## config.mk

```make
export PLATFORM = sky130hd
export DESIGN_NAME = uart_byte_rx
export DESIGN_NICKNAME = d
export VERILOG_FILES = /design/src/rtl/uart_pkg.sv /design/src/rtl/byte_fifo.sv /design/src/rtl/uart_byte_rx.sv
export SDC_FILE = /design/constraint.sdc
export NUM_CORES = 1
export LEC_CHECK = 0
export CAP_MARGIN = 20
export CORE_UTILIZATION = 55
export DETAILED_ROUTE_END_ITERATION = 6
export GPL_TIMING_DRIVEN = 0
export PLACE_DENSITY = 0.74
export SYNTH_ARGS = -nofsm -noshare
export SYNTH_HDL_FRONTEND = slang
export SYNTH_SLANG_ARGS = --single-unit
```

## constraint.sdc

```tcl
create_clock -name clk -period 2.7 [get_ports clk]
set_input_delay 0.405 -clock clk [delete_from_list [all_inputs] [get_ports clk]]
set_output_delay 0.405 -clock clk [all_outputs]
set_load 0.05 [all_outputs]
```

## src/rtl/uart_pkg.sv

```systemverilog
// rtl/uart_pkg.sv - shared state type and data width for the UART byte receiver
package uart_pkg;

   typedef enum logic [1:0] {IDLE, START, DATA, STOP} uart_state_t;

   localparam int UART_DATA_BITS = 8;

endpackage

```

## src/rtl/byte_fifo.sv

```systemverilog
// rtl/byte_fifo.sv - first-word fall-through byte FIFO with a registered head
// A pushed byte reaches dout/valid one cycle after the write, so valid tracks the pre-push write pointer.
module byte_fifo
   import uart_pkg::*;
#(
   parameter int DEPTH = 16
) (
   input  logic                      clk,
   input  logic                      rst,
   input  logic                      push,
   input  logic [UART_DATA_BITS-1:0] din,
   output logic                      full,
   input  logic                      pop,
   output logic [UART_DATA_BITS-1:0] dout,
   output logic                      valid
);

   localparam int AW = $clog2(DEPTH);
   localparam logic [AW:0] PTR_ONE = (AW+1)'(1);

   logic [UART_DATA_BITS-1:0] mem_q [DEPTH];
   logic [AW:0]               wr_ptr_q, wr_ptr_d;
   logic [AW:0]               rd_ptr_q, rd_ptr_d;
   logic [UART_DATA_BITS-1:0] dout_q, dout_d;
   logic                      valid_q, valid_d;
   logic                      pop_fire;
   logic                      push_fire;

   assign full      = (wr_ptr_q[AW] != rd_ptr_q[AW]) && (wr_ptr_q[AW-1:0] == rd_ptr_q[AW-1:0]);
   assign pop_fire  = pop && valid_q;
   assign push_fire = push && (!full || pop_fire);
   assign dout      = dout_q;
   assign valid     = valid_q;

   always_comb begin
      wr_ptr_d = wr_ptr_q;
      rd_ptr_d = rd_ptr_q;
      if (push_fire) wr_ptr_d = wr_ptr_q + PTR_ONE;
      if (pop_fire)  rd_ptr_d = rd_ptr_q + PTR_ONE;
      valid_d = (rd_ptr_d != wr_ptr_q);
      dout_d  = valid_d ? mem_q[rd_ptr_d[AW-1:0]] : dout_q;
   end

   always_ff @(posedge clk or negedge rst) begin
      if (!rst) begin
         wr_ptr_q <= '0;
         rd_ptr_q <= '0;
         dout_q   <= '0;
         valid_q  <= 1'b0;
      end else begin
         wr_ptr_q <= wr_ptr_d;
         rd_ptr_q <= rd_ptr_d;
         dout_q   <= dout_d;
         valid_q  <= valid_d;
      end
   end

   always_ff @(posedge clk) begin
      if (push_fire) mem_q[wr_ptr_q[AW-1:0]] <= din;
   end

endmodule

```

## src/rtl/uart_byte_rx.sv

```systemverilog
// rtl/uart_byte_rx.sv - 8N1 serial receiver feeding a byte FIFO stream
// Line is synchronized, mid-bit sampled by the FSM, and good bytes are queued for the consumer.
module uart_byte_rx
   import uart_pkg::*;
#(
   parameter int CLKS_PER_BIT = 868,
   parameter int FIFO_DEPTH   = 16
) (
   input  logic                      clk,
   input  logic                      rst,
   input  logic                      rx_serial,
   output logic [UART_DATA_BITS-1:0] rx_frame,
   output logic                      rx_valid,
   input  logic                      rx_ready,
   output logic                      frame_err,
   output logic                      overflow
);

   localparam int CW = $clog2(CLKS_PER_BIT);
   localparam logic [CW-1:0] CNT_ONE   = CW'(1);
   localparam logic [CW-1:0] BIT_LAST  = CW'(CLKS_PER_BIT - 1);
   localparam logic [CW-1:0] HALF_LAST = CW'(CLKS_PER_BIT / 2 - 1);
   localparam logic [2:0]    IDX_LAST  = 3'(UART_DATA_BITS - 1);

   logic [1:0]                sync_q;
   logic                      rxs;
   uart_state_t               state_q, state_d;
   logic [CW-1:0]             cnt_q, cnt_d;
   logic [2:0]                idx_q, idx_d;
   logic [UART_DATA_BITS-1:0] shift_q, shift_d;
   logic                      push_q, push_d;
   logic                      ferr_q, ferr_d;
   logic                      ovf_q, ovf_d;
   logic                      fifo_full;

   assign rxs       = sync_q[1];
   assign frame_err = ferr_q;
   assign overflow  = ovf_q;
   // A pop in the same cycle frees the slot the pending push needs.
   assign ovf_d     = push_q && fifo_full && !(rx_valid && rx_ready);

   always_comb begin
      state_d = state_q;
      cnt_d   = cnt_q + CNT_ONE;
      idx_d   = idx_q;
      shift_d = shift_q;
      push_d  = 1'b0;
      ferr_d  = 1'b0;
      unique case (state_q)
         IDLE: begin
            cnt_d = '0;
            if (!rxs) begin
               state_d = START;
               idx_d   = '0;
            end
         end
         START: begin
            if (cnt_q == HALF_LAST) begin
               cnt_d   = '0;
               state_d = rxs ? IDLE : DATA;
            end
         end
         DATA: begin
            if (cnt_q == BIT_LAST) begin
               cnt_d          = '0;
               shift_d[idx_q] = rxs;
               if (idx_q == IDX_LAST) state_d = STOP;
               else                   idx_d   = idx_q + 3'd1;
            end
         end
         STOP: begin
            if (cnt_q == BIT_LAST) begin
               cnt_d   = '0;
               state_d = IDLE;
               push_d  = rxs;
               ferr_d  = !rxs;
            end
         end
         default: state_d = IDLE;
      endcase
   end

   always_ff @(posedge clk or negedge rst) begin
      if (!rst) begin
         sync_q  <= 2'b11;
         state_q <= IDLE;
         cnt_q   <= '0;
         idx_q   <= '0;
         shift_q <= '0;
         push_q  <= 1'b0;
         ferr_q  <= 1'b0;
         ovf_q   <= 1'b0;
      end else begin
         sync_q  <= {sync_q[0], rx_serial};
         state_q <= state_d;
         cnt_q   <= cnt_d;
         idx_q   <= idx_d;
         shift_q <= shift_d;
         push_q  <= push_d;
         ferr_q  <= ferr_d;
         ovf_q   <= ovf_d;
      end
   end

   byte_fifo #(
      .DEPTH (FIFO_DEPTH)
   ) u_fifo (
      .clk   (clk),
      .rst   (rst),
      .push  (push_q),
      .din   (shift_q),
      .full  (fifo_full),
      .pop   (rx_ready),
      .dout  (rx_frame),
      .valid (rx_valid)
   );

endmodule

```

# ---- Word level (Yosys, flattened, before mapping)
# Memories as Yosys holds them, arrays and structs flattened. A register that Yosys moved wholly into a read port is not among the register bits.
# Index checks and enable logic that the tools add are counted.
dict set report classes {
  add_sub_neg 4
  n_reduce_logical 17
  eq_ne 15
  magnitude_cmp 2
  muxes 24
}
# cell count
set op_table {}
lappend op_table {{$pmux W10 S3} 1}
lappend op_table {{$mux W10} 2}
lappend op_table {{$mux W2} 6}
lappend op_table {{$ne A2 B2 Y1 const B} 6}
lappend op_table {{$add A10 B1 Y10 const B} 1}
lappend op_table {{$add A5 B1 Y5 const B} 2}
lappend op_table {{$eq A10 B10 Y1 const B} 1}
lappend op_table {{$eq A10 B9 Y1 const B} 1}
lappend op_table {{$mux W3} 3}
lappend op_table {{$bwmux W8} 1}
lappend op_table {{$pmux W2 S4} 1}
lappend op_table {{$mux W1} 7}
lappend op_table {{$logic_and A1 B1 Y1} 6}
lappend op_table {{$pmux W3 S2} 1}
lappend op_table {{$mux W5} 1}
lappend op_table {{$ne A5 B5 Y1} 1}
lappend op_table {{$reduce_and A5 Y1} 1}
lappend op_table {{$eq A2 B2 Y1 const B} 2}
lappend op_table {{$eq A4 B4 Y1} 1}
lappend op_table {{$logic_not A1 Y1} 4}
lappend op_table {{$lt A3 B4 Y1 const B} 1}
lappend op_table {{$reduce_and A4 Y1} 1}
lappend op_table {{$add A3 B1 Y3 const B} 1}
lappend op_table {{$demux W1 S3} 1}
lappend op_table {{other kinds (9)} 9}
dict set report totals {
  regBits 39
  inputBits 4
  mem_count 1
  ram_bits 128
  word_cells 74
  out_inout_bits 11
}
# memory depth width rd rd_clocked_by_memory_dff write_ports line_no
set memory_table {}
lappend memory_table {u_fifo.mem_q 16 8 1 1 1 byte_fifo.sv:21} ;# logic [UART_DATA_BITS-1:0] mem_q [DEPTH];

# ---- Logic depth before layout (Yosys ltp)
# Gate-level depths: netlist of the first run.
dict set report depth {
  ltp_word 7
  ltp_mapped 9
  ltp_nobuf 8
}

# ---- By module
# From an unflattened synthesis of the first run, not the netlist that was laid out.
dict set report unflattened {
  hier_cells 578
  area_unflattened_um2 7807.5
}
# module seq_area_each_um2 area_per_inst_um2 n_inst cells_per_inst
set by_module_without_submodules {}
lappend by_module_without_submodules {byte_fifo 4319.1 6444.9 1 455}
lappend by_module_without_submodules {uart_byte_rx 703.2 1362.6 1 123}

# ---- Least setup slack after synthesis of the first run
# Ideal clock, no wire load.
dict set report synth_path {
  kind {register to register}
  startpoint {reg u_fifo.valid_q, in the netlist u_fifo.valid}
  endpoint {mem u_fifo.mem_q[3][0], enable pin}
  stages_incl_launch_ff 8
  setup_ps 383
  period_less_slack_ps 2638
  n_path_buf 2
  t_arrival_ps 2254
  path_slack_ps 62
  path_cell_list {dfrtp_1 buf_4 and2_4 nand2b_1 o31a_1 buf_2 nand2_1 nor3_1}
}
dict set report synth_between {
  elab_chain_cells 5
}
# element line_no
set synth_lines {}
lappend synth_lines {{from (decl)} byte_fifo.sv:25} ;# logic valid_q, valid_d;
lappend synth_lines {{from (signal assigned)} byte_fifo.sv:54} ;# valid_q <= valid_d;
lappend synth_lines {{$logic_and A1 B1 Y1} byte_fifo.sv:30} ;# assign pop_fire = pop && valid_q;
lappend synth_lines {{$logic_or A1 B1 Y1} byte_fifo.sv:31} ;# assign push_fire = push && (!full || pop_fire);
lappend synth_lines {{$logic_and A1 B1 Y1} byte_fifo.sv:31}
lappend synth_lines {{$mux W1} byte_fifo.sv:59} ;# if (push_fire) mem_q[wr_ptr_q[AW-1:0]] <= din;
lappend synth_lines {{$mux W1 (not written as such)} byte_fifo.sv:59}
lappend synth_lines {{to (decl)} byte_fifo.sv:21}
# No other way between the ends.

# ---- Final worst setup path of the first run
dict set report layout_path {
  startpoint {reg u_fifo.rd_ptr_q[1]}
  endpoint {reg u_fifo.dout_q[5], in the netlist u_fifo.dout[5] (read register of u_fifo.mem_q)}
}
dict set report layout_between {
  elab_chain_cells 3
}
# element line_no
set layout_lines {}
lappend layout_lines {{from (decl)} byte_fifo.sv:23} ;# logic [AW:0] rd_ptr_q, rd_ptr_d;
lappend layout_lines {{from (signal assigned)} byte_fifo.sv:52} ;# rd_ptr_q <= rd_ptr_d;
lappend layout_lines {{$add A5 B1 Y5} byte_fifo.sv:39} ;# if (pop_fire) rd_ptr_d = rd_ptr_q + PTR_ONE;
lappend layout_lines {{$mux W5 (*)} byte_fifo.sv:39}
lappend layout_lines {{$ne A5 B5 Y1} byte_fifo.sv:40} ;# valid_d = (rd_ptr_d != wr_ptr_q);
lappend layout_lines {{to (decl)} byte_fifo.sv:24} ;# logic [UART_DATA_BITS-1:0] dout_q, dout_d;
# Every way passes the cells marked *; elsewhere a longest branch is shown, timed or not.
# A chain may end at the register's enable or synchronous reset.

==> results.py, run 1 <==
metrics = {
    "floorplan": {
        "die_y_um": 121,
        "io_pins": 15,
        "core_um2": 13900,
        "start_util_pct": 56.4,
        "dieArea_um2": 14700,
        "num_rows": 43,
        "die_w_um": 121,
    },
    "timing": {
        "whs_ns": 0.352,
        "worst_slew_pin_slew_ns": 0.827,
        "rsz0062_at_grt": "false",
        "finalHoldViolations": 0,
        "setup_viol": 0,
        "relSlewSlack_pct": 44.7,
        "max_freq_mhz": 380,
        "slew_viol_final": 0,
        "tns_ns": 0,
        "min_period_ns": 2.63,
        "min_period_over_period_pct": 97.4,
        "fin_skew_ns": 0.00738,
        "fin_ws_ns": 0.0696,
    },
    "clock_network": {
        "cts_made_buffers": 17,
        "cts_tree": "done",
        "htreeDepth": 4,
        "clk_pin_slew_ns": 0.07,
        "clock-sinks": 175,
        "cts_buffer_depth": 2,
        "clk_latency_ns": 0.43,
        "root_buffer": "clkbuf_16",
    },
    "final_layout": {
        "mostFrequentLayoutCell": "edfxtp_1",
        "layout-drive-gt1-share_pct": 12.7,
        "mostFrequentLayoutCells": "128 x edfxtp_1, 120 x nand3_1, 71 x o21ai_0, 44 x dfrtp_1, 42 x nand2_1",
        "area_delta_synth_final_pct": 12.8,
        "fin_util_pct": 63.6,
        "fin_nets": 693,
        "stdcell_count": 873,
        "insertedDiodeCount": 0,
    },
    "setup_path": {
        "critPathKind": "reg2reg",
        "slowest_stage": "dfrtp_2",
        "cp-startpoint": "u_fifo.rd_ptr_q[1]$_DFF_PN0_",
        "cp_cell_sequence": "ha_1, xnor2_2, o22ai_2, buf_4, a311oi_1, nand4_1, a32oi_1, mux2_2",
        "crit_required_ns": 3.07,
        "slowest_delay_ns": 0.51,
        "ff2ff_setup_slack_ns": 0.07,
        "worstSetupStartpointType": "flop",
        "critPathMaxFanout": 10,
        "rr_worst_depth": 8,
        "r2r_end": "u_fifo.dout[5]$_DFFE_PN0P_",
        "cp.arrival_ns": 3.00,
        "r2r_start": "u_fifo.rd_ptr_q[1]$_DFF_PN0_",
        "worstSetupEndpointType": "flop",
    },
    "min_path": {
        "hold-path-cell-count": 3,
        "whs_endpoint": "u_fifo.rd_ptr_q[2]$_DFF_PN0_",
        "min_from": "rx_ready",
        "hp-class": "in2reg",
    },
    "synth": {
        "yosysWarnings": 0,
        "ys_ff_latch": 175,
        "ys_types": 56,
        "synth_area_um2": 7830,
        "ys_seq_area_share_pct": 64.2,
        "syn_inst": 645,
        "synth_edf_count": 128,
        "synth.avg_cell_area_um2": 12.1,
        "synth_top_flop_cell": "edfxtp_1",
        "synth_nets": 658,
        "async_flop_share_pct": 26.9,
    },
    "power": {
        "ir_drop_v": 0.000472,
        "leakagePower_nw": 3.33,
        "power_density_nw_per_um2": 981,
    },
    "drt": {
        "via_count": 5489,
        "dr.pass1.iters": 5,
        "ant_nets": 0,
        "wl_um": 18700,
        "via_per_inst": 6.29,
        "drc_errors": 0,
        "drtIter0Drc": 595,
        "wl_per_cell_um": 21.4,
    },
    "place": {
        "placed_cells": 839,
        "place_hpwl_um": 12800,
        "dp_slack_ns": -0.125,
        "io_buffer_count": 13,
        "gp_congestion": 0.879,
    },
    "global_route": {
        "grt_pass1_wl_um": 28700,
        "antenna_found_initial": 0,
        "overflow": 0,
        "grt.total_usage_pct": 27.0,
        "grt_pass1_vias": 5191,
        "grt_max_degree": 28,
    },
    "outcome": {
        "status": "finished clean",
    },
    "run": {
        "max_cap_viol_count": 0,
    },
}
## worst max path at each step
| stage | end | slack (ns) | cells past startpoint |
|---|---|---|---|
| 2_1_floorplan | u_fifo.mem_q[3][0]$_DFFE_PP_ | 0.06 | 7 |
| 6_report | u_fifo.dout[5]$_DFFE_PN0P_ | 0.07 | 8 |
| 5_1_grt | u_fifo.mem_q[4][4]$_DFFE_PP_ | 0.001 | 7 |
| 3_5_place_dp | u_fifo.mem_q[1][3]$_DFFE_PP_ | -0.12 | 7 |
| 4_1_cts | u_fifo.dout[4]$_DFFE_PN0P_ | 0.04 | 8 |
| 3_3_place_gp | shift_q[4]$_DFFE_PN0P_ | -0.16 | 1 |
## synth_stat cells, types with 2 or more instances
| cell type | number | area (µm²) |
|---|---|---|
| nor3_1 | 12 | 60.1 |
| nand3b_1 | 3 | 22.5 |
| xor2_1 | 7 | 61.3 |
| inv_2 | 3 | 11.3 |
| ha_1 | 9 | 113 |
| mux2_2 | 15 | 169 |
| nand4_1 | 19 | 119 |
| dfstp_2 | 2 | 52.6 |
| a31oi_1 | 2 | 12.5 |
| inv_1 | 8 | 30.0 |
| edfxtp_1 | 128 | 3840 |
| buf_2 | 10 | 50.1 |
| clkbuf_1 | 20 | 75.1 |
| buf_4 | 4 | 30.0 |
| and4_1 | 2 | 17.5 |
| mux2i_1 | 2 | 20.0 |
| nand2b_1 | 3 | 18.8 |
| a21oi_1 | 10 | 50.1 |
| o32ai_4 | 2 | 55.1 |
| buf_6 | 4 | 45.0 |
| o21ai_0 | 71 | 355 |
| nand2_1 | 42 | 158 |
| a32oi_1 | 16 | 140 |
| dfrtp_1 | 45 | 1130 |
| nor2_1 | 30 | 113 |
| nor2b_1 | 2 | 12.5 |
| nand3_1 | 120 | 601 |
| xnor2_1 | 13 | 114 |
| buf_1 | 6 | 22.5 |
| a311oi_1 | 8 | 70.1 |
| and3_1 | 2 | 12.5 |
## metrics by stage
stage / cell area [µm²] / total power, mW
floorplan: 7830 / 5.21
global placement: 8180 / 6.12
detailed placement: 8200 / 6.20
CTS: 8810 / 8.59
global route: 8830 / 8.99
finish: 8830 / 8.66
## critical path, delay by kind of cell, from the launching register on
kind / cells / cell delay (ns)
compound gates: 3 / 0.82
flops: 1 / 0.51
simple gates: 1 / 0.31
fa+ha+maj: 1 / 0.29
xor+xnor: 1 / 0.24
buf+inv: 1 / 0.22
mux: 1 / 0.17
## where the power goes
group          total [mW]  internal [mW]  switching (mW)
Clock                2.38           1.40           0.979
Combinational        3.20           1.04            2.15
Sequential           3.08           2.97           0.106
## area by class of cell
type,instances,area (µm²)
Buffer,44,225
Clock buffer,22,464
Clock inverter,10,113
Fill cell,1051,5050
Inverter,11,41.3
Multi-Input combinational cell,415,2570
Sequential cell,175,5020
Tap cell,180,225
Timing Repair Buffer,16,163
## sequential cells by signal, indices dropped and copies added (netlist names), named ones only
name and count:
u_fifo.valid 1, sync_q 2, push_q 1, shift_q 8, u_fifo.dout 8, idx_q 3, cnt_q 10, state_q 1
u_fifo.mem_q 128, u_fifo.rd_ptr_q 5, frame_err 1, u_fifo.wr_ptr_q 5, overflow 1
## logic make-up after synthesis
| group | count (synthesis) | share of synthesized area (%) |
|---|---|---|
| flops | 175 | 64.2 |
| mux | 17 | 2.41 |
| fa+ha+maj | 9 | 1.44 |
| simple gates | 246 | 15.8 |
| compound gates | 122 | 10.3 |
| xor+xnor | 21 | 2.45 |
| buf+inv | 55 | 3.37 |
## layer usage
layer / vias up / global-route usage [%] / routed length [µm]
li1: 2505 / - / -
met1: 2675 / 35.3 / 7320
met2: 264 / 42.0 / 9010
met3: 45 / 5.87 / 1550
met4: 0 / 14.7 / 814
met5: - / 0 / 0
## timing repair
action                                  4_1_cts  5_1_grt
hold endpoints to repair                     20        0
gates resized for setup                       6        3
pin swaps                                     0        2
hold buffers                                  1        0
endpoints found under the setup margin       36       12
gates cloned                                  0        0
buffers inserted                              0        1
Note: power is estimated with default switching activity, not from simulation.
==> inputs of run 2 (changes only) <==
--- a/config.mk
+++ b/config.mk
@@ -6,10 +6,10 @@
 export NUM_CORES = 1
 export LEC_CHECK = 0
 export CAP_MARGIN = 20
-export CORE_UTILIZATION = 55
+export CORE_UTILIZATION = 61
 export DETAILED_ROUTE_END_ITERATION = 6
-export GPL_TIMING_DRIVEN = 0
-export PLACE_DENSITY = 0.74
+export GPL_TIMING_DRIVEN = 1
+export PLACE_DENSITY = 0.8
 export SYNTH_ARGS = -nofsm -noshare
 export SYNTH_HDL_FRONTEND = slang
 export SYNTH_SLANG_ARGS = --single-unit
==> constraint.sdc (replaced) <==
create_clock -name clk -period 2.7 [get_ports clk]
set_input_delay 0.54 -clock clk [delete_from_list [all_inputs] [get_ports clk]]
set_output_delay 0.54 -clock clk [all_outputs]
set_load 0.05 [all_outputs]
==> run 2 against run 1 <==
  * Clock power rose by 8%
  * Setup slack gained 0.11 ns
  * Routed wire length up 4.1%
  * Combinational power grew 3%
  * Non-clock buffer count rose by 1
  * Core utilization up 8.5 points
  * Die area is 9.7% lower
  * First-iteration DRC count is 48% higher
  * Sequential cell count is the same
  * Critical path type is now in2reg
  * Largest power group unchanged
==> results.py, run 2 (synthesis results as in run 1) <==
metrics = {
    "timing": {
        "max_freq_mhz": 397,
        "rsz0062_at_grt": "false",
        "worst_slew_pin_slew_ns": 0.788,
        "min_period_over_period_pct": 93.3,
        "min_period_ns": 2.52,
        "fin_skew_ns": 0.0101,
        "finalHoldViolations": 0,
        "slew_viol_final": 0,
        "relSlewSlack_pct": 47.5,
        "setup_viol": 0,
    },
    "setup_path": {
        "worstSetupEndpointType": "flop",
        "cp_top_family": "compound AO/OA/AOI/OAI gates",
        "cp.arrival_ns": 2.89,
        "slowest_stage": "a311oi_1",
        "r2r_start": "u_fifo.rd_ptr_q[0]$_DFF_PN0_",
        "crit_buf_inv": 3,
        "critPathKind": "in2reg",
        "critical_path.most_common_cell": "buf_4",
        "ff2ff_setup_slack_ns": 0.20,
        "cp_cell_sequence": "clkdlybuf4s50_1, buf_4, a21boi_4, buf_4, o21ai_0, a311oi_1, nand4_1, a32oi_1, mux2_2",
        "slowest_delay_ns": 0.52,
        "critPathMaxFanout": 6,
        "rr_worst_depth": 8,
        "worstSetupStartpointType": "primary input",
        "crit_required_ns": 3.07,
        "r2r_end": "u_fifo.dout[1]$_DFFE_PN0P_",
    },
    "global_route": {
        "grt.total_usage_pct": 31.6,
        "grt_pass1_vias": 5508,
        "overflow": 0,
        "grt_pass1_wl_um": 30100,
        "grt_max_degree": 50,
        "antenna_found_initial": 0,
    },
    "place": {
        "gp_congestion": 0.890,
        "dpl_cell_area_um2": 8420,
        "place_hpwl_um": 12200,
        "io_buffer_count": 14,
        "placed_cells": 833,
    },
    "clock_network": {
        "cts_made_buffers": 17,
        "cts_buffer_depth": 2,
        "htreeDepth": 4,
        "cts_resized": 0,
        "clock-sinks": 175,
        "root_buffer": "clkbuf_16",
        "hold_buffers": 0,
        "cts_setup_buffers": 0,
        "clk_pin_slew_ns": 0.06,
        "clk_latency_ns": 0.43,
        "cts_tree": "done",
    },
    "drt": {
        "wl_um": 19500,
        "via_per_inst": 6.67,
        "drc_errors": 0,
        "drtIter0Drc": 878,
        "via_count": 5776,
        "dr.pass1.iters": 6,
        "wl_per_cell_um": 22.5,
        "ant_nets": 0,
    },
    "final_layout": {
        "layout-drive-gt1-share_pct": 16.3,
        "insertedDiodeCount": 0,
        "mostFrequentLayoutCells": "128 x edfxtp_1, 120 x nand3_1, 71 x o21ai_0, 45 x dfrtp_1, 42 x nand2_1",
        "stdcell_count": 866,
        "mostFrequentLayoutCell": "edfxtp_1",
        "area_delta_synth_final_pct": 15.8,
        "fin_nets": 694,
        "fin_util_pct": 72.1,
        "design_area_um2": 9060,
        "n_fill_cell": 788,
        "largest_reg_flops": 128,
    },
    "power": {
        "p_total_mw": 9.00,
        "power_switching_mw": 3.26,
        "clock_power_share_pct": 28.6,
        "pwr-share-seq_pct": 34.8,
        "p_int_mw": 5.74,
        "comb_power_share_pct": 36.6,
        "swShare_pct": 36.2,
        "power_density_nw_per_um2": 993,
        "ir_drop_v": 0.000639,
        "leakagePower_nw": 3.49,
    },
    "run": {
        "max_cap_viol_count": 0,
    },
    "floorplan": {
        "start_util_pct": 62.3,
        "die_y_um": 115,
        "num_rows": 41,
        "io_pins": 15,
        "dieArea_um2": 13300,
        "core_um2": 12600,
        "die_w_um": 115,
    },
    "outcome": {
        "status": "finished clean",
    },
    "min_path": {
        "hp-class": "in2async",
    },
}
## run 2: cell types whose count changed in the layout (fill, tap and decap cells not counted), moves of 4 or more
cell and change:
buf_1 -6, buf_12 +10, buf_2 -9, buf_4 +30
buf_6 -4, clkbuf_1 -23, clkinvlp_4 -4, nor3_1 +4
nor3_2 -4
## run 2: routing by layer
metal  vias up  GRT usage, %  share of wire, %
li1       2513             -                 -
met1      2762          39.1                37
met2       398          49.1                47
met3       103          8.80                10
met4         0          20.6               5.8
met5         -             0                 0
## run 2: power groups by stage
stage	logic [mW]	registers (mW)	clock network [mW]
final	3.30	3.13	2.57
after global routing	3.48	3.14	2.68
after CTS	3.21	3.13	2.57
after detailed placement	3.13	3.18	0
after global placement	3.08	3.17	0
after floorplan	1.90	3.31	0
## run 2: cell type report
class	count	area, µm²	area share (%)
clock buffers	17	425	4.69
clock inverters	15	193	2.13
inverters	11	41.3	0.456
multi-input cells	415	2540	28.0
flip-flops and latches	175	5020	55.4
well taps	172	215	2.38
repair buffers	61	626	6.90
## run 2: worst max path at each step
stage	start	endpoint	slack, ns	cells after the start
global route	rx_ready	u_fifo.dout[4]$_DFFE_PN0P_	0.12	10
finish	rx_ready	u_fifo.dout[1]$_DFFE_PN0P_	0.18	9
detailed placement	rx_ready	u_fifo.dout[1]$_DFFE_PN0P_	-0.06	9
global placement	rx_ready	u_fifo.dout[1]$_DFFE_PN0P_	-0.02	9
floorplan	u_fifo.valid$_DFF_PN0_	u_fifo.mem_q[3][0]$_DFFE_PP_	0.06	7
CTS	u_fifo.rd_ptr_q[0]$_DFF_PN0_	u_fifo.dout[2]$_DFFE_PN0P_	0.28	8
## run 2: stage by stage
stage	worst slack [ns]	TNS, ns	hold WS (ns)
5_1_grt	0.124	0	0.0216
2_1_floorplan	0.0623	0	0.244
3_3_place_gp	-0.0175	-0.0175	0.347
6_report	0.180	0	0.00927
3_5_place_dp	-0.0626	-0.737	0.350
4_1_cts	0.277	0	0.350
